$ cat config.mk
export PLATFORM = sky130hd
export DESIGN_NAME = dma_65xx
export DESIGN_NICKNAME = d
export VERILOG_FILES = /design/src/rtl/dma_65xx.sv
export SDC_FILE = /design/constraint.sdc
export NUM_CORES = 1
export LEC_CHECK = 0
export BUFFER_PORTS_ARGS = -buffer_cell sky130_fd_sc_hd__buf_4
export CORE_UTILIZATION = 50
export DETAILED_ROUTE_END_ITERATION = 6
export PLACE_DENSITY_LB_ADDON = 0.2
export SLEW_MARGIN = 15
export SYNTH_ARGS = -nofsm -noshare
export SYNTH_HDL_FRONTEND = slang
export SYNTH_SLANG_ARGS = --single-unit
$ cat constraint.sdc
create_clock -name clk -period 2.5 [get_ports clk]
set_clock_uncertainty 0.1 [all_clocks]
set_input_delay 0.125 -clock clk [delete_from_list [all_inputs] [get_ports clk]]
set_output_delay 0.125 -clock clk [all_outputs]
set_load 0.05 [all_outputs]
$ cat src/rtl/dma_65xx.sv
// Memory-to-memory DMA engine and bus arbiter for the 65xx SoC.
// Stalls the CPU through RDY and copies LEN bytes from SRC to DST through the shared bus.
module dma_65xx #(
    parameter int BURST = 16,
    parameter int BW    = 5
) (
    input  logic        clk,
    input  logic        reset_n,
    input  logic        cs_n,
    input  logic        we_n,
    input  logic [2:0]  rs,
    input  logic [7:0]  din,
    output logic [7:0]  dout,
    input  logic [15:0] cpu_ab,
    input  logic [7:0]  cpu_do,
    input  logic        cpu_we_n,
    output logic [15:0] bus_ab,
    output logic [7:0]  bus_do,
    output logic        bus_we_n,
    input  logic [7:0]  bus_di,
    output logic        rdy,
    output logic        irq_n,
    output logic        busy
);

    typedef enum logic [2:0] {
        S_IDLE,
        S_GRANT,
        S_RD,
        S_CAP,
        S_WR,
        S_YIELD
    } state_t;

    localparam logic [BW-1:0] BURST_C = BW'(BURST);

    state_t        state_q, state_d;
    logic [15:0]   src_q, src_d;
    logic [15:0]   dst_q, dst_d;
    logic [15:0]   len_q, len_d;
    logic          src_inc_q, src_inc_d;
    logic          dst_inc_q, dst_inc_d;
    logic          irq_en_q, irq_en_d;
    logic          done_q, done_d;
    logic [BW-1:0] burst_q, burst_d;
    logic [7:0]    data_q, data_d;
    logic [7:0]    dout_q, dout_d;

    logic          reg_wr;
    logic          reg_rd;
    logic          done_set;
    logic          dma_owns_bus;
    logic [BW-1:0] burst_inc;
    logic [7:0]    rd_val;

    always_ff @(posedge clk or negedge reset_n) begin
        if (!reset_n) begin
            state_q   <= S_IDLE;
            src_q     <= 16'h0000;
            dst_q     <= 16'h0000;
            len_q     <= 16'h0000;
            src_inc_q <= 1'b1;
            dst_inc_q <= 1'b1;
            irq_en_q  <= 1'b0;
            done_q    <= 1'b0;
            burst_q   <= '0;
            data_q    <= 8'h00;
            dout_q    <= 8'h00;
        end else begin
            state_q   <= state_d;
            src_q     <= src_d;
            dst_q     <= dst_d;
            len_q     <= len_d;
            src_inc_q <= src_inc_d;
            dst_inc_q <= dst_inc_d;
            irq_en_q  <= irq_en_d;
            done_q    <= done_d;
            burst_q   <= burst_d;
            data_q    <= data_d;
            dout_q    <= dout_d;
        end
    end

    assign busy      = (state_q != S_IDLE);
    assign reg_wr    = !cs_n && !we_n && (state_q == S_IDLE);
    assign reg_rd    = !cs_n && we_n;
    assign burst_inc = burst_q + BW'(1);

    always_comb begin
        rd_val = 8'h00;
        case (rs)
            3'd0: rd_val = src_q[7:0];
            3'd1: rd_val = src_q[15:8];
            3'd2: rd_val = dst_q[7:0];
            3'd3: rd_val = dst_q[15:8];
            3'd4: rd_val = len_q[7:0];
            3'd5: rd_val = len_q[15:8];
            3'd6: rd_val = {4'b0000, irq_en_q, dst_inc_q, src_inc_q, 1'b0};
            3'd7: rd_val = {busy, 6'b000000, done_q};
            default: rd_val = 8'h00;
        endcase
    end

    // Register window and transfer sequencer; a done set always beats a clear on the same edge.
    always_comb begin
        state_d   = state_q;
        src_d     = src_q;
        dst_d     = dst_q;
        len_d     = len_q;
        src_inc_d = src_inc_q;
        dst_inc_d = dst_inc_q;
        irq_en_d  = irq_en_q;
        done_d    = done_q;
        burst_d   = burst_q;
        data_d    = data_q;
        dout_d    = dout_q;
        done_set  = 1'b0;

        if (reg_rd) begin
            dout_d = rd_val;
            if (rs == 3'd7) begin
                done_d = 1'b0;
            end
        end

        if (reg_wr) begin
            case (rs)
                3'd0: src_d[7:0]  = din;
                3'd1: src_d[15:8] = din;
                3'd2: dst_d[7:0]  = din;
                3'd3: dst_d[15:8] = din;
                3'd4: len_d[7:0]  = din;
                3'd5: len_d[15:8] = din;
                3'd6: begin
                    src_inc_d = din[1];
                    dst_inc_d = din[2];
                    irq_en_d  = din[3];
                    done_d    = 1'b0;
                    if (din[0]) begin
                        if (len_q == 16'h0000) begin
                            done_set = 1'b1;
                        end else begin
                            state_d = S_GRANT;
                        end
                    end
                end
                default: ;
            endcase
        end

        case (state_q)
            S_IDLE: ;
            S_GRANT: begin
                burst_d = '0;
                state_d = S_RD;
            end
            S_RD: state_d = S_CAP;
            S_CAP: begin
                data_d  = bus_di;
                state_d = S_WR;
            end
            S_WR: begin
                len_d   = len_q - 16'h0001;
                src_d   = src_q + {15'h0000, src_inc_q};
                dst_d   = dst_q + {15'h0000, dst_inc_q};
                burst_d = burst_inc;
                if (len_q == 16'h0001) begin
                    done_set = 1'b1;
                    state_d  = S_IDLE;
                end else if ((BURST != 0) && (burst_inc == BURST_C)) begin
                    state_d = S_YIELD;
                end else begin
                    state_d = S_RD;
                end
            end
            S_YIELD: state_d = S_GRANT;
            default: state_d = S_IDLE;
        endcase

        if (done_set) begin
            done_d = 1'b1;
        end
    end

    // The bus stays with the CPU in GRANT so it halts on a clean cycle before the engine takes over.
    always_comb begin
        dma_owns_bus = (state_q == S_RD) || (state_q == S_CAP) || (state_q == S_WR);
        bus_ab       = cpu_ab;
        bus_do       = cpu_do;
        bus_we_n     = cpu_we_n;
        rdy          = 1'b1;
        if (dma_owns_bus) begin
            bus_ab   = (state_q == S_WR) ? dst_q : src_q;
            bus_do   = data_q;
            bus_we_n = (state_q != S_WR);
        end
        if ((state_q != S_IDLE) && (state_q != S_YIELD)) begin
            rdy = 1'b0;
        end
    end

    assign dout  = dout_q;
    assign irq_n = ~(done_q & irq_en_q);

endmodule

Word level (Yosys, flattened, before mapping)
Index checks and enable logic that the tools add are counted.

Multiplexer cells: 37. Bitwise logic cells: 2. Equal/unequal tests: 20. Reduce and logical (&&, ||, !) cells: 28. Add/subtract/negate cells: 4.

Operator list (number): 16-bit two-way mux (8); 8-bit case mux with 8 select lines (1); 8-bit two-way mux (7); 16-bit by 1-bit adder with 16-bit output (2); 3-bit == test, second input constant (6); 3-bit two-way mux (6); 3-bit case mux with 6 select lines (1); 16-bit by 1-bit == test with 1-bit output, second input constant (1); 16-bit zero test (1); 2-bit nonzero test (8); 16-bit by 1-bit subtractor with 16-bit output, second input constant (1); 2-bit AND reduction (7); 1-bit two-way mux (13); 3-bit by 2-bit == test with 1-bit output, second input constant (4); 5-bit case mux with 2 select lines (1); 3-bit by 1-bit == test with 1-bit output, second input constant (2); 3-bit zero test (2); 2-bit != test, second input constant (3); 3-bit != test, second input constant (2); 5-bit by 1-bit adder with 5-bit output, second input constant (1); 5-bit == test, second input constant (1); 1-bit logical AND (4); 4-bit AND reduction (1); 3-bit nonzero test (1); other kinds (5) (7).

Input bits: 48. Register bits: 76. Word-level logic and storage cells: 105. Output and inout bits: 36.

Logic depth before layout (Yosys ltp)
Depth in word-level cells: 8. Depth in mapped cells: 8. Gate-level depth less buffers: 7.

Least setup slack after synthesis
OpenSTA, ideal clock, no wires.

Path type: register to register. Start: reg state_q[0]. End: reg src_q[5]. Library setup time: 0.119 ns. Cell stages (with the launch flop): 8. Data arrival time: 1.949 ns. Buffers on the path: 1. Required time: 2.281 ns. Period minus slack after synthesis: 2.168 ns. Path slack: 0.332 ns. Cell sequence: dfrtp_1 buf_6 nor3_2 inv_1 or4_1 nor2_1 a31oi_1 o21a_1.

Longest elaborated chain between the ends: 4. Elaborated cells between the ends (all ways): 7. Those cells by class: 1 x eq/ne; 1 x mux; 5 x reduce/logical.

Ends and longest elaborated chain: start: declaration (line 37) `state_t state_q, state_d;`; start signal: assignment (line 70) `state_q <= state_d;`; 3-bit zero test (line 85) `assign reg_wr = !cs_n && !we_n && (state_q == S_IDLE);`; 1-bit logical AND (line 85); 2-bit nonzero test (no line); 2-bit AND reduction (no line); end signal: assignment (line 71) `src_q <= src_d;`; end: declaration (line 38) `logic [15:0] src_q, src_d;`.

Parallel ways exist; a longest one is shown, timed or not. A chain may end at the register's enable or synchronous reset.

Final worst setup path
Start: reg state_q[1]. End: out bus_ab[14].

Longest elaborated chain between the ends: 4. Elaborated cells between the ends (all ways): 7. Those cells by class: 3 x eq/ne; 2 x mux; 2 x reduce/logical.

Ends and longest elaborated chain: 3-bit by 2-bit == test with 1-bit output (line 187) `dma_owns_bus = (state_q == S_RD) || (state_q == S_CAP) || (state_q == S_WR);`; 1-bit logical OR (2 in series) (line 187); 16-bit two-way mux (*) (line 192) `if (dma_owns_bus) begin`; end: declaration (line 17) `output logic [15:0] bus_ab,`.

Mark *: on every way between the ends. The rest lies on a longest branch, timed or not.

==> results.rst <==
.. list-table::
   :header-rows: 1

   * - Metric
     - Value
   * - Number of global-route vias before repair
     - 4651
   * - Kind of end point of the critical path
     - output port
   * - Number of CTS-inserted buffers
     - 9
   * - Clock root buffer master
     - sky130_fd_sc_hd__clkbuf_8
   * - Mapped cell area
     - 4940 sq um
   * - Leakage
     - 2.63 nW
   * - Most used flip-flop cell after synthesis
     - sky130_fd_sc_hd__dfrtp_1
   * - Maximum number of pins on one net before global-route repair
     - 77
   * - Count of vias placed by the detailed router
     - 5042
   * - CTS tree
     - yes
   * - Layout area overhead
     - 22.4%
   * - Flop pwr share
     - 0.353
   * - Post-CTS clock slew at the launch and capture registers of the worst setup and hold paths
     - 0.08 ns
   * - Portion of total power attributed to the clock network
     - 0.140
   * - Cell taking the most area after synthesis
     - sky130_fd_sc_hd__dfrtp_1
   * - Min Tclk post-route
     - 2.37 ns
   * - Maximum level of the CTS H-tree
     - 3
   * - Post-Syn Nets
     - 632
   * - Number of synthesized flops with an enable pin
     - 0
   * - Via/cell ratio
     - 6.37
   * - CP Class
     - flip-flop to output port
   * - Ratio of cells with drive above 1 in the final layout
     - 0.221
   * - Final non-filler cell total
     - 791
   * - Stage delay of the slowest cell on the critical path
     - 0.53 ns
   * - Switch share
     - 0.493
   * - Proportion of synthesized flip-flops having asynchronous set or reset
     - 1.00
   * - Power density over cell area
     - 1240 nW/um^2
   * - Most numerous cell in the Yosys netlist
     - sky130_fd_sc_hd__nand2_1
   * - HP Class
     - input pin to flip-flop
   * - Sum of routed wire segments on met1
     - 6370 microns
   * - I/O pin total
     - 84
   * - Clock latency at the later pin of the worst-skew pair
     - 0.36 ns
   * - Seq/Total Area, Yosys
     - 0.386
   * - Part of the power in combinational logic
     - 0.507
   * - Worst-case clock buffer depth
     - 2
   * - Port buffer count
     - 83
   * - Most instantiated cells after synthesis
     - sky130_fd_sc_hd__nand2_1 (95), sky130_fd_sc_hd__dfrtp_1 (74), sky130_fd_sc_hd__nor2_1 (42)
   * - Residual DRC
     - 0
   * - Result of the run
     - complete, no violations
   * - Buffering stage count on the worst path with inverters included
     - 3
   * - Placed wire-length estimate after detailed placement
     - 10800 microns
   * - Final worst path period share
     - 0.948
   * - Cell Chain, Critical Path
     - nor3b_4 > buf_4 > buf_4 > a22oi_1 > nand2_1 > buf_4
   * - # diodes
     - 0
   * - RSZ-0062 raised after global routing
     - no
   * - Net load switching power
     - 3.69 mW
   * - Final Hold Viols
     - 0
   * - Seq cells post-synth
     - 76
   * - Maximum achievable frequency
     - 0.422 GHz
   * - Final-stage net count
     - 716
   * - Synth unique cells
     - 63
   * - Final Wtd Congestion
     - 0.882
   * - Total length of routed wires
     - 15200 microns
   * - Count of pins over their slew limit
     - 0
   * - Post-route setup TNS
     - 0 ns
   * - Iteration count of the initial detailed-routing pass
     - 5
   * - Mean instance size in the synthesized netlist
     - 8.59 sq um
   * - Global-route usage over all layers
     - 0.310
   * - Maximum Capacitance Violations
     - 0
   * - Actual transition at the worst max-transition pin
     - 0.653 ns
   * - Worst slew margin relative to its limit
     - 0.564
   * - Number of warnings reported in the yosys synthesis log
     - 0
   * - Post-Syn Instances
     - 575
   * - Met3 wire length
     - 1320 microns
   * - Detailed router's first-iteration violation count
     - 461
   * - Antenna violations before repair
     - 0
   * - Worst supply voltage drop on vdd
     - 0.845 mV
   * - PnR Total Power
     - 7.49 mW
   * - Wire length of the first global-routing pass
     - 24100 microns
   * - Routed wirelength normalized by instance count
     - 19.3 microns
   * - Antenna-violating nets left
     - 0
   * - Setup crit start kind
     - flip-flop
   * - Slowest cell on crit path
     - sky130_fd_sc_hd__dfrtp_1
   * - Clock Sinks
     - 76
   * - Post-synth top area share
     - 0.375
   * - Vert. Die Dim
     - 101 microns
   * - Top post-synthesis cells by area
     - sky130_fd_sc_hd__dfrtp_1 (37%), sky130_fd_sc_hd__nand2_1 (7.2%), sky130_fd_sc_hd__mux2_2 (4.3%)
   * - Core Area
     - 9420 sq um
   * - Data required time at the worst endpoint
     - 2.28 ns
   * - Crit path max fanout
     - 22
   * - Grt total ovfl
     - 0
   * - Placed instance count
     - 761
   * - Chip Width
     - 101 microns
   * - Initial standard-cell utilization of the core
     - 0.525
   * - Final-report setup violation count
     - 0
   * - Internal power
     - 3.80 mW
   * - Top layer in use
     - met4
   * - Total die area
     - 10300 sq um
   * - Critical path's top delay family
     - buffers and inverters
   * - Detailed-routed wire length on met2
     - 7070 microns
   * - Top cell by count, worst path
     - sky130_fd_sc_hd__buf_4
   * - Arrival time reported for the critical path endpoint
     - 2.15 ns
   * - Site row count
     - 35
[worst register-to-register path, delay by kind of cell (launching register included)]
family / cells / cell delay (ns)
buffers and inverters: 1 / 0.21
AOI/OAI and AO/OA: 2 / 0.49
DFF: 1 / 0.53
and+or+nand+nor: 3 / 0.85
[timing repair]
item	in CTS	in global routing
gates resized for setup	0	2
endpoints found under the hold margin	89	0
endpoints found under the setup margin	20	11
gates cloned	0	0
hold buffers	15	0
setup buffers	1	0
[power groups by stage]
| stage | combinational (mW) | sequential, mW | clock, mW |
|---|---|---|---|
| floorplan | 2.84 | 2.31 | 0 |
| global placement | 3.68 | 2.59 | 0 |
| finish | 3.80 | 2.64 | 1.05 |
| CTS | 3.78 | 2.60 | 1.06 |
| global route | 4.08 | 2.71 | 1.11 |
| detailed placement | 3.75 | 2.62 | 0 |
[final timing paths]
kind,startpoint,endpoint,slack (ns),cells after the start
min in group asynchronous,reset_n,len_q[7]$_DFFE_PN0P_,0.24,3
max in group asynchronous,reset_n,dst_inc_q$_DFFE_PN1P_,1.71,3
max reg2reg,state_q[1]$_DFFE_PN0P_,dst_q[4]$_DFFE_PN0P_,0.25,6
min reg2reg,dout[1]$_DFFE_PN0P_,dout[1]$_DFFE_PN0P_,0.38,2
max,state_q[1]$_DFFE_PN0P_,bus_ab[14],0.13,6
min,din[7],dst_q[15]$_DFFE_PN0P_,0.007,2
[cell usage in the layout (no fill, tap or decap), types with 10 or more instances in the layout]
master                           n
sky130_fd_sc_hd__nor2_1         42
sky130_fd_sc_hd__dfrtp_1        73
sky130_fd_sc_hd__nand2_1        95
sky130_fd_sc_hd__dlygate4sd3_1  15
sky130_fd_sc_hd__buf_4          96
sky130_fd_sc_hd__nand3_1        28
sky130_fd_sc_hd__mux2i_1        16
sky130_fd_sc_hd__o21ai_0        41
sky130_fd_sc_hd__and3_1         10
sky130_fd_sc_hd__mux2_2         19
sky130_fd_sc_hd__clkbuf_8       10
sky130_fd_sc_hd__o211ai_1       12
sky130_fd_sc_hd__a21oi_1        19
sky130_fd_sc_hd__a22oi_1        18
sky130_fd_sc_hd__a211oi_1       11
sky130_fd_sc_hd__nand4_1        13
[layer usage]
| layer | track usage | up-vias |
|---|---|---|
| li1 | - | 2303 |
| met1 | 0.432 | 2397 |
| met2 | 0.493 | 300 |
| met3 | 0.0414 | 42 |
| met4 | 0.116 | 0 |
| met5 | 0 | - |
[registers in the layout, summed over array words and instances (netlist names)]
signal,cells
state_q,3
src_inc_q,1
dst_inc_q,1
burst_q,5
len_q,16
done_q,1
dout,8
src_q,16
data_q,8
dst_q,16
irq_en_q,1
[cell type report]
type | count | area [sq um]
multi-input combinational | 450 | 2830
clock buffer | 10 | 138
inverter | 9 | 33.8
tap | 129 | 161
fill | 814 | 3370
clock inverter | 4 | 75.1
timing repair buffer | 113 | 902
sequential | 76 | 1910
[through the flow]
step / utilization / setup slack [ns] / area, sq um / hold slack (ns)
after floorplan: - / 0.332 / 4940 / -0.271
after global placement: 0.602 / 0.360 / 5670 / 0.0817
after detailed placement: 0.602 / 0.217 / 5670 / 0.0829
after CTS: 0.641 / 0.0949 / 6040 / 0.000838
after global routing: 0.642 / 0.00282 / 6040 / 0.00710
final: 0.642 / 0.130 / 6040 / 0.00708
[logic make-up (layout without fill, tap and decap cells)]
| family | after synthesis | count (layout) | share of synthesized area |
|---|---|---|---|
| AO/OA/AOI/OAI | 157 | 157 | 0.216 |
| flip-flops | 76 | 76 | 0.386 |
| multiplexers | 36 | 36 | 0.0803 |
| XOR/XNOR | 5 | 5 | 0.00887 |
| buffers and inverters | 49 | 136 | 0.0418 |
| AND/OR/NAND/NOR | 243 | 243 | 0.245 |
| adder cells (fa/ha/maj) | 9 | 9 | 0.0228 |
(Power assumes the default switching activity.)
